## config.mk

```make
export PLATFORM = sky130hd
export DESIGN_NAME = lab_3_dec_to_bin
export DESIGN_NICKNAME = d
export VERILOG_FILES = /design/src/rtl/lab_3_dec_to_bin.sv
export SDC_FILE = /design/constraint.sdc
export NUM_CORES = 1
export LEC_CHECK = 0
export CAP_MARGIN = 20
export CORE_MARGIN = 2
export CORE_UTILIZATION = 40
export DETAILED_ROUTE_END_ITERATION = 10
export MAX_ROUTING_LAYER = met4
export RECOVER_POWER = 100
export SETUP_SLACK_MARGIN = 0.02
export SLEW_MARGIN = 40
export SYNTH_ARGS = -nofsm -noshare
export SYNTH_HDL_FRONTEND = slang
export SYNTH_SLANG_ARGS = --single-unit
```

## constraint.sdc

```tcl
create_clock -name CLOCK_50 -period 3.7 [get_ports CLOCK_50]
set_input_delay 1.11 -clock CLOCK_50 [delete_from_list [all_inputs] [get_ports CLOCK_50]]
set_output_delay 1.11 -clock CLOCK_50 [all_outputs]
set_load 0.02 [all_outputs]
```

## src/rtl/lab_3_dec_to_bin.sv

```systemverilog
// Sequential decimal-to-binary entry block.
// The operator keys BCD digits on SW with KEY[0]; digits accumulate into a binary value and are
// echoed on HEX3..HEX0 (HEX0 = newest digit). KEY[2] commits the value to LEDR with a one-cycle
// valid pulse; KEY[1] clears the entry. An invalid digit or a digit beyond MAX_DIGITS locks the
// block in an error state until it is cleared.
// Ports:
//   CLOCK_50    : system clock, rising edge
//   reset       : asynchronous, active-high
//   SW[3:0]     : BCD digit to enter
//   KEY[2:0]    : active-low buttons (0 enter, 1 clear, 2 commit)
//   HEX3..HEX0  : active-low seven-segment outputs
//   LEDR        : committed binary value
//   valid       : one-cycle pulse when LEDR is updated by a commit
//   err         : high while in the error state
//   count       : number of digits currently held
module lab_3_dec_to_bin #(
  parameter int unsigned MAX_DIGITS = 4,
  parameter int unsigned WIDTH      = 14
) (
  input  logic             CLOCK_50,
  input  logic             reset,
  input  logic [3:0]       SW,
  input  logic [2:0]       KEY,
  output logic [6:0]       HEX0,
  output logic [6:0]       HEX1,
  output logic [6:0]       HEX2,
  output logic [6:0]       HEX3,
  output logic [WIDTH-1:0] LEDR,
  output logic             valid,
  output logic             err,
  output logic [2:0]       count
);

  localparam logic [2:0] MaxCount = 3'(MAX_DIGITS);
  localparam logic [6:0] SegBlank = 7'b1111111;
  localparam logic [6:0] SegE     = 7'b0000110;

  typedef enum logic [1:0] {StIdle, StEntry, StError} state_e;

  // Key synchronizer and falling-edge detector.
  logic [2:0] key_s1_q, key_s2_q, key_prev_q, strobe_q;
  logic [1:0] settle_q;

  always_ff @(posedge CLOCK_50 or posedge reset) begin
    if (reset) begin
      key_s1_q   <= 3'b111;
      key_s2_q   <= 3'b111;
      key_prev_q <= 3'b000;
      strobe_q   <= 3'b000;
      settle_q   <= 2'd0;
    end else begin
      key_s1_q <= KEY;
      key_s2_q <= key_s1_q;
      if (settle_q != 2'd2) settle_q <= settle_q + 2'd1;
      // Until key_s2_q holds a real sample, the previous value is forced low so that a key
      // already held at reset release never looks like a fresh press.
      key_prev_q <= (settle_q == 2'd2) ? key_s2_q : 3'b000;
      strobe_q   <= key_prev_q & ~key_s2_q;
    end
  end

  logic enter_s, clear_s, commit_s;
  assign enter_s  = strobe_q[0];
  assign clear_s  = strobe_q[1];
  assign commit_s = strobe_q[2];

  // Entry state.
  state_e           state_q, state_d;
  logic [WIDTH-1:0] acc_q, acc_d;
  logic [2:0]       count_q, count_d;
  logic [3:0][3:0]  digits_q, digits_d;  // digits_q[0] is the newest digit
  logic [WIDTH-1:0] led_q, led_d;
  logic             valid_q, valid_d;

  always_ff @(posedge CLOCK_50 or posedge reset) begin
    if (reset) begin
      state_q  <= StIdle;
      acc_q    <= '0;
      count_q  <= 3'd0;
      digits_q <= '0;
      led_q    <= '0;
      valid_q  <= 1'b0;
    end else begin
      state_q  <= state_d;
      acc_q    <= acc_d;
      count_q  <= count_d;
      digits_q <= digits_d;
      led_q    <= led_d;
      valid_q  <= valid_d;
    end
  end

  always_comb begin
    state_d  = state_q;
    acc_d    = acc_q;
    count_d  = count_q;
    digits_d = digits_q;
    led_d    = led_q;
    valid_d  = 1'b0;
    if (clear_s) begin
      state_d  = StIdle;
      acc_d    = '0;
      count_d  = 3'd0;
      digits_d = '0;
    end else if (enter_s) begin
      // A commit in the same cycle is dropped.
      if (state_q != StError) begin
        if (SW > 4'd9 || count_q == MaxCount) begin
          state_d = StError;
        end else begin
          // acc * 10 + SW; acc < 10^(MAX_DIGITS-1) here, so nothing is lost.
          acc_d    = (acc_q << 3) + (acc_q << 1) + WIDTH'(SW);
          count_d  = count_q + 3'd1;
          digits_d = {digits_q[2:0], SW};
          state_d  = StEntry;
        end
      end
    end else if (commit_s && state_q != StError) begin
      led_d    = acc_q;
      valid_d  = 1'b1;
      acc_d    = '0;
      count_d  = 3'd0;
      digits_d = '0;
      state_d  = StIdle;
    end
  end

  function automatic logic [6:0] seg7(input logic [3:0] d);
    case (d)
      4'd0:    seg7 = 7'b1000000;
      4'd1:    seg7 = 7'b1111001;
      4'd2:    seg7 = 7'b0100100;
      4'd3:    seg7 = 7'b0110000;
      4'd4:    seg7 = 7'b0011001;
      4'd5:    seg7 = 7'b0010010;
      4'd6:    seg7 = 7'b0000010;
      4'd7:    seg7 = 7'b1111000;
      4'd8:    seg7 = 7'b0000000;
      4'd9:    seg7 = 7'b0010000;
      default: seg7 = SegBlank;
    endcase
  endfunction

  logic [3:0][6:0] hex;

  always_comb begin
    hex = {4{SegBlank}};
    if (state_q == StError) begin
      hex[0] = SegE;
    end else begin
      for (int i = 0; i < 4; i++) begin
        if (3'(i) < count_q) hex[i] = seg7(digits_q[i]);
      end
    end
  end

  assign HEX0  = hex[0];
  assign HEX1  = hex[1];
  assign HEX2  = hex[2];
  assign HEX3  = hex[3];
  assign LEDR  = led_q;
  assign valid = valid_q;
  assign err   = (state_q == StError);
  assign count = count_q;

endmodule

```

==> results.ini, run 1 <==
[critical_path]
startpoint_type=input port
crit_fanout=3
worstSetupEndpointType=flip-flop
critPathKind=input port to flip-flop
cp_data_required_time_ns=3.92
cp.arrival_ns=3.76

[yosys]
yosys_most_used_dff=dfrtp_1
synth_edf_count=0
yosysTopAreaCell=dfrtp_1
yosysSeqAreaShare_pct=42.3
synthAdderAreaFrac_pct=16.1
avgSynthCellArea_um2=9.70
synthMuxAreaShare_pct=2.24
yosys.area_share.simple_pct=12.9
synth_compound_area_share_pct=18.8
syn_inst=386
synth_area_mm2=0.00374
ys_top_cells_by_area=dfrtp_1 38%, ha_1 15%, a22o_1 6.6%
synth_cell_types=50
ys.warnings.count=0
synth_top_area_share_pct=38.1
syn_nets=442
synthArstFlopShare_pct=100
ys_seq_elements=63
synth_top_family_by_area=compound AO/OA/AOI/OAI gates
synth_common_cells=57 x dfrtp_1, 57 x nand2_1, 45 x ha_1
synthXorXnorAreaFrac_pct=2.34

[grt]
grt_usage_pct=17.1
antenna_found_initial=0
grt_max_degree=32
grt_overflow_total=0
grt_pass1_vias=2844
grt_pass1_wl_um=13300

[clock_tree]
clkSlewWorstSetupHoldPaths_ns=0.07
cts_made_buffers=9
cts_max_level=3
insertion_delay_ns=0.34
clock_sinks=63
post_cts_buffers=0
tritoncts=yes
cts_max_path_buffers=2
cts_resized=0
root_buffer=clkbuf_8
postCtsHoldBufs=0

[placed_design]
place_area_mm2=0.00442
port_buffers=55
dp_cells=546
gp_congestion=0.830
hpwl_um=5910
dpl_worst_slack_ns=-0.138

[floorplan]
num_rows=35
initial_core_util_pct=40.9
io_pins=56
die_y_um=101
core_area_mm2=0.00915
die_area_mm2=0.0101
fp.dieW_um=101

[drt]
vias=2899
antenna_left=0
viasPerCell=5.16
first_pass_iters=4
wl_um=7860
drc_errors=0
wl_per_cell_um=14.0
drt_iter0_markers=133

[timing]
fin_crit_sh_pct=95.6
worst_pin_slew_ns=1.18
hold_viol=0
slew_viol_final=0
max_freq_ghz=0.283
rsz0062_at_grt=false
setup_ws_ns=0.161
setup_tns_ns=0
setup_viol=0
finClkSkew_ns=0.00645
finalCriticalPeriod_ns=3.54
fin_hold_ws_ns=0.358
slew_headroom_pct=21.3

[power]
vdd_ir_drop_max_v=0.000328
powerDensity_mw_per_mm2=384
finalPower_mw=1.77
p_leak_nw=2.19

[final_layout]
finalNonFillerCells=562
final_core_util_pct=50.5
fin_area_mm2=0.00462
drive_gt1_share_pct=6.65
finalNetCount=502
area.growth.synth_to_final_pct=23.5
num_antenna_cells=0

[run]
cap_viol_max_count=0

[run_status]
status=finished clean

[min_path]
hold_class=flip-flop to flip-flop

cells in the final DEF, fill, tap and decap left out, types with 4 or more instances in the layout:
cell type / count
dfrtp_1: 57
nand2_1: 57
dlygate4sd3_1: 51
ha_1: 45
o21ai_0: 30
inv_1: 29
a22o_1: 28
nor2_1: 26
a21oi_1: 15
clkbuf_8: 11
xnor2_1: 8
nor2b_1: 6
o211ai_1: 5
mux2i_1: 5
clkbuf_1: 5
nand2b_1: 4
a21o_1: 4
clkdlybuf4s50_1: 4
dfstp_2: 4
area by class of cell:
class	count	area, um2
Fill cell	837	4530
Multi-Input combinational cell	277	1950
Sequential cell	63	1580
Timing Repair Buffer	65	607
Clock buffer	11	151
Tap cell	111	139
Inverter	30	113
Clock inverter	5	80.1
final timing paths:
| kind | start | end | slack [ns] | cells after the start |
|---|---|---|---|---|
| max reg2reg | acc_q[0] | acc_q[9] | 0.88 | 10 |
| min | key_s1_q[2] | key_s2_q[2] | 0.36 | 0 |
| max | SW[3] | acc_q[9] | 0.16 | 11 |
| min in group asynchronous | reset | settle_q[1] | 1.53 | 2 |
| min reg2reg | key_s1_q[2] | key_s2_q[2] | 0.36 | 0 |
| max in group asynchronous | reset | acc_q[3] | 0.73 | 3 |
metal layers:
metal	track usage [%]	up-vias	part of all wire (%)
met5	-	-	0
met4	6.32	0	1.1
met1	22.3	1394	49
li1	-	1455	-
met2	26.6	43	47
met3	3.33	7	2.8
critical path, cell delays in order:
cell and delay [ns]:
clkdlybuf4s50_1 0.53, inv_1 0.08, fa_1 0.55, inv_1 0.05
ha_1 0.27, a21o_1 0.19, nand4_1 0.11, a21boi_0 0.12
o21a_1 0.19, or3_1 0.30, a32o_1 0.26
power breakdown:
| group | switching, mW | leakage, nW | total (mW) | internal, mW |
|---|---|---|---|---|
| combinational | 0.199 | 1.25 | 0.338 | 0.138 |
| clock | 0.258 | 0.112 | 0.672 | 0.415 |
| sequential | 0.0366 | 0.835 | 0.764 | 0.727 |
| total | 0.494 | 2.19 | 1.77 | 1.28 |
registers in the layout, summed over array words and instances, names as in the netlist:
| register | cells |
|---|---|
| LEDR | 14 |
| acc_q | 14 |
| count | 3 |
| digits_q | 15 |
| key_prev_q | 3 |
| key_s1_q | 3 |
| key_s2_q | 3 |
| settle_q | 2 |
| state_q | 2 |
| strobe_q | 3 |
| valid | 1 |
cells by family (layout without fill, tap and decap cells):
logic type,count (synthesis),in the layout
flip-flops,63,63
multiplexers,8,8
AND/OR/NAND/NOR,111,111
AO/OA/AOI/OAI,101,101
buffers and inverters,46,111
XOR/XNOR,10,10
adder cells (fa/ha/maj),47,47
Power figures use the tool's default switching activity.
==> run 2: changes to the inputs <==
CORE_MARGIN = default   (was 2)
==> run 2 against run 1 <==
Against the previous run: the flow now finishes with violations (capacitance limit, slew limit); non-clock buffer count is 2 lower; first-iteration DRC count shrank 12%; sequential power about the same; clock-buffer cell count is 1 lower; die area decreased by 3.9%; critical path depth stayed put; utilization increased by 1.3 points; global-route usage is 0.78 points higher; final cell count fell by 0.89%; largest cell class unchanged; largest power group unchanged.
==> results.ini, run 2 (synthesized netlist as in run 1, its figures left out) <==
[timing]
setup_viol=0  ; unchanged
worst_pin_slew_ns=1.52  ; was 1.18 ns
fin_crit_sh_pct=95.4  ; was 95.6%
finClkSkew_ns=0.00827  ; was 0.00645 ns
fin_hold_ws_ns=0.358  ; about the same
slew_headroom_pct=-1.23  ; was 21.3%
slew_viol_final=64  ; was 0
setup_tns_ns=0  ; unchanged
max_freq_ghz=0.283  ; about the same
finalCriticalPeriod_ns=3.53  ; was 3.54 ns
rsz0062_at_grt=false  ; unchanged
hold_viol=0  ; unchanged

[final_layout]
finalNonFillerCells=557  ; was 562
area.growth.synth_to_final_pct=23.0  ; was 23.5%
fin_area_mm2=0.00460  ; was 0.00462 mm2
largest_reg_flops=15  ; unchanged
num_antenna_cells=0  ; unchanged
layout_common_cells=57 x dfrtp_1, 57 x nand2_1, 48 x dlygate4sd3_1  ; was 57 x dfrtp_1, 57 x nand2_1, 51 x dlygate4sd3_1
finalNetCount=500  ; was 502
fillCellCount=859  ; was 837
top_register=digits_q  ; unchanged
final_core_util_pct=51.8  ; was 50.5%
drive_gt1_share_pct=7.57  ; was 6.65%

[floorplan]
num_rows=34  ; was 35
initial_core_util_pct=42.1  ; was 40.9%
die_area_mm2=0.00975  ; was 0.0101 mm2
core_area_mm2=0.00889  ; was 0.00915 mm2
fp.dieW_um=98.7  ; was 101 um
io_pins=56  ; unchanged
die_y_um=98.7  ; was 101 um

[drt]
viasPerCell=5.22  ; was 5.16
wl_per_cell_um=13.6  ; was 14.0 um
first_pass_iters=4  ; unchanged
wl_um=7600  ; was 7860 um
drt_iter0_markers=117  ; was 133
wl_met2_um=3600  ; was 3690 um
drc_errors=0  ; unchanged
dr.max_layer_used=met4  ; unchanged
antenna_left=0  ; unchanged
met3_length_um=201  ; was 221 um
wl_met1_um=3730  ; was 3860 um
vias=2909  ; was 2899

[placed_design]
place_area_mm2=0.00442  ; about the same
hpwl_um=5490  ; was 5910 um
dp_cells=541  ; was 546
gp_congestion=0.901  ; was 0.830
port_buffers=55  ; unchanged

[grt]
grt_pass1_vias=2933  ; was 2844
grt_overflow_total=0  ; unchanged
grt_pass1_wl_um=13600  ; was 13300 um
antenna_found_initial=0  ; unchanged
grt_max_degree=64  ; was 32
grt_usage_pct=17.9  ; was 17.1%

[critical_path]
cp_data_required_time_ns=3.92  ; about the same
startpoint_type=input port  ; unchanged
worstSetupEndpointType=flip-flop  ; unchanged
critPathKind=input port to flip-flop  ; unchanged
crit_fanout=2  ; was 3
cp.arrival_ns=3.75  ; was 3.76 ns

[clock_tree]
root_buffer=clkbuf_8  ; unchanged
clock_sinks=63  ; unchanged
insertion_delay_ns=0.34  ; about the same
cts_made_buffers=9  ; unchanged
tritoncts=yes  ; unchanged
cts_resized=0  ; unchanged
post_cts_buffers=0  ; unchanged
cts_max_level=3  ; unchanged
postCtsHoldBufs=0  ; unchanged
clkSlewWorstSetupHoldPaths_ns=0.07  ; about the same
cts_max_path_buffers=2  ; unchanged

[run_status]
failed_checks=capacitance limit, slew limit
status=complete, but fails checks  ; was finished clean

[power]
powerDensity_mw_per_mm2=379  ; was 384 mW/mm2
vdd_ir_drop_max_v=0.000231  ; was 0.000328 V
p_leak_nw=2.19  ; about the same

[min_path]
hold_class=flip-flop to flip-flop  ; unchanged

[run]
cap_viol_max_count=1  ; was 0

## run 2: changes by cell type in the layout (fill, tap and decap cells not counted), sizes merged
cell           change
dlygate4sd3        -3
clkbuf             -4
buf                +1
clkdlybuf4s50      +3
clkinv             +2
inv                -1
## run 2: final timing paths
check | start | to | slack [ns] | cells after the start
hold reg to reg | key_s1_q[1] | key_s2_q[1] | 0.36 | 0
setup reg to reg | acc_q[0] | acc_q[9] | 0.92 | 10
setup / recovery | SW[3] | acc_q[9] | 0.17 | 11
hold / removal | key_s1_q[1] | key_s2_q[1] | 0.36 | 0
min in group asynchronous | reset | LEDR[1] | 1.73 | 3
max in group asynchronous | reset | acc_q[10] | 1.06 | 3
## run 2: layer usage
metal	track usage (%)	vias up
li1	-	1457
met1	22.5	1398
met2	29.0	48
met3	3.26	6
met4	6.43	0
met5	-	-
## run 2: area by class of cell
class | instances | area, um2 | area share [%]
inverters | 30 | 113 | 2.45
repair buffers | 63 | 599 | 13.0
multi-input cells | 277 | 1960 | 42.6
flip-flops and latches | 63 | 1580 | 34.4
clock inverters | 6 | 85.1 | 1.85
well taps | 108 | 135 | 2.93
clock buffers | 10 | 128 | 2.77
## run 2: metrics by stage
step                total power, mW  setup slack [ns]
floorplan                     0.995             0.459
global placement               1.13           -0.0704
detailed placement             1.14            -0.102
CTS                            1.79             0.261
global route                   1.84            0.0603
finish                         1.74             0.171
## run 2: report_power, final
group	internal (mW)	leakage, nW	switching, mW
Sequential	0.727	0.835	0.0352
Combinational	0.138	1.26	0.200
Clock	0.377	0.102	0.267
## run 2: worst max-delay path: stages
cell and delay [ns]:
dlygate4sd3_1 0.56, inv_1 0.07, fa_1 0.56, inv_1 0.05, ha_1 0.28, a21o_1 0.20, nand4_1 0.13, a21boi_2 0.08
o21a_1 0.17, or3_1 0.30, a32o_1 0.25
==> run 3: changes to the inputs <==
CORE_MARGIN = 5   (was default)
==> run 3 against run 2 <==
Against the previous run: the flow now finishes without violations; routed wire length is 6.2% higher; critical path type unchanged; register-to-register slack worse by 0.14 ns; combinational power is 1% higher; highest routed layer unchanged; first-iteration DRC count is 42% lower.
==> results.ini, run 3 (synthesized netlist as in run 1, its figures left out) <==
[run_status]
status=finished clean  ; was complete, but fails checks

[drt]
wl_per_cell_um=14.4  ; was 13.6 um
antenna_left=0  ; unchanged
vias=2943  ; was 2909
drc_errors=0  ; unchanged
wl_um=8070  ; was 7600 um
drt_iter0_markers=68  ; was 117
first_pass_iters=4  ; unchanged
viasPerCell=5.26  ; was 5.22

[floorplan]
num_rows=35  ; was 34
fp.dieW_um=107  ; was 98.7 um
initial_core_util_pct=40.7  ; was 42.1%
die_y_um=107  ; was 98.7 um
io_pins=56  ; unchanged
core_area_mm2=0.00920  ; was 0.00889 mm2
die_area_mm2=0.0114  ; was 0.00975 mm2

[grt]
grt_max_degree=36  ; was 64
grt_pass1_vias=2925  ; was 2933
grt_usage_pct=15.5  ; was 17.9%
antenna_found_initial=0  ; unchanged
grt_pass1_wl_um=14000  ; was 13600 um
grt_overflow_total=0  ; unchanged

[placed_design]
port_buffers=55  ; unchanged
gp_congestion=0.833  ; was 0.901
hpwl_um=5990  ; was 5490 um
dp_cells=544  ; was 541

[clock_tree]
cts_resized=0  ; unchanged
clock_sinks=63  ; unchanged
post_cts_buffers=0  ; unchanged
cts_max_path_buffers=2  ; unchanged
tritoncts=yes  ; unchanged
insertion_delay_ns=0.34  ; about the same
cts_made_buffers=9  ; unchanged
cts_max_level=3  ; unchanged
postCtsHoldBufs=0  ; unchanged
root_buffer=clkbuf_8  ; unchanged
clkSlewWorstSetupHoldPaths_ns=0.07  ; about the same

[timing]
fin_hold_ws_ns=0.359  ; was 0.358 ns
max_freq_ghz=0.282  ; was 0.283 GHz
worst_pin_slew_ns=1.20  ; was 1.52 ns
hold_viol=0  ; unchanged
setup_viol=0  ; unchanged
setup_tns_ns=0  ; unchanged
rsz0062_at_grt=false  ; unchanged
slew_viol_final=0  ; was 64
finClkSkew_ns=0.0113  ; was 0.00827 ns
slew_headroom_pct=19.8  ; was -1.23%
finalCriticalPeriod_ns=3.55  ; was 3.53 ns
fin_crit_sh_pct=95.9  ; was 95.4%

[power]
vdd_ir_drop_max_v=0.000273  ; was 0.000231 V
powerDensity_mw_per_mm2=380  ; was 379 mW/mm2
finalPower_mw=1.75  ; was 1.74 mW
p_leak_nw=2.18  ; was 2.19 nW

[critical_path]
cp.arrival_ns=3.77  ; was 3.75 ns
crit_fanout=3  ; was 2
worstSetupStartpoint=SW[3]  ; unchanged
critPathKind=input port to flip-flop  ; unchanged
r2r-start=acc_q[0]  ; unchanged
worstSetupEndpointType=flip-flop  ; unchanged
cp_data_required_time_ns=3.93  ; was 3.92 ns
startpoint_type=input port  ; unchanged

[final_layout]
fillCellCount=863  ; was 859
num_antenna_cells=0  ; unchanged
drive_gt1_share_pct=6.90  ; was 7.57%
top_register=digits_q  ; unchanged
area.growth.synth_to_final_pct=22.9  ; was 23.0%
layout_common_cells=57 x dfrtp_1, 57 x nand2_1, 50 x dlygate4sd3_1  ; was 57 x dfrtp_1, 57 x nand2_1, 48 x dlygate4sd3_1
multi_input_area_mm2=0.00195  ; was 0.00196 mm2
finalNetCount=500  ; unchanged
seqCellArea_mm2=0.00158  ; unchanged
finalNonFillerCells=560  ; was 557
largest_reg_flops=15  ; unchanged

[min_path]
hold_class=flip-flop to flip-flop  ; unchanged
min_from=key_s1_q[1]  ; unchanged

[run]
cap_viol_max_count=0  ; was 1

==> run 3: power breakdown <==
| group | internal, mW | switching [mW] |
|---|---|---|
| combinational | 0.139 | 0.203 |
| clock | 0.377 | 0.267 |
| sequential | 0.727 | 0.0367 |
==> run 3: stage by stage <==
| step | setup WS (ns) | utilization [%] | instance area (um2) |
|---|---|---|---|
| CTS | 0.208 | 50.4 | 4630 |
| global route | 0.0488 | 50.0 | 4600 |
| finish | 0.151 | 50.0 | 4600 |
| floorplan | 0.459 | - | 3740 |
| detailed placement | -0.0895 | 48.1 | 4420 |
| global placement | -0.0565 | 48.1 | 4420 |
==> run 3: worst paths after layout <==
check / slack [ns] / depth (start not counted) / endpoint
worst max-delay path: 0.15 / 12 / acc_q[11]
worst min-delay path: 0.36 / 0 / key_s2_q[1]
worst max register to register: 0.78 / 11 / acc_q[11]
worst min register to register: 0.36 / 0 / key_s2_q[1]
max in group asynchronous: 0.81 / 3 / digits_q[2]
min in group asynchronous: 1.49 / 2 / LEDR[6]
==> run 3: final cells by class <==
type                       instances  area share, %
inverter                          30           2.45
clock inverter                     6           1.85
tap                              111           3.02
timing repair buffer              63           13.0
clock buffer                      10           2.77
sequential                        63           34.4
multi-input combinational        277           42.5
==> run 3: routing by layer <==
metal / track usage [%] / share of wire (%) / vias to the layer above
met1: 20.4 / 48 / 1435
met3: 3.43 / 4.0 / 7
met5: - / 0 / -
met2: 24.4 / 46 / 55
met4: 4.11 / 1.2 / 0
li1: - / - / 1446
==> run 3: worst max-delay path: stages <==
cell,delay (ns)
clkdlybuf4s50_1,0.47
inv_1,0.06
fa_1,0.55
inv_1,0.05
ha_1,0.28
a21o_1,0.13
nand4_1,0.13
a21boi_0,0.27
clkbuf_1,0.19
a41oi_1,0.18
xnor2_1,0.18
a22o_1,0.18
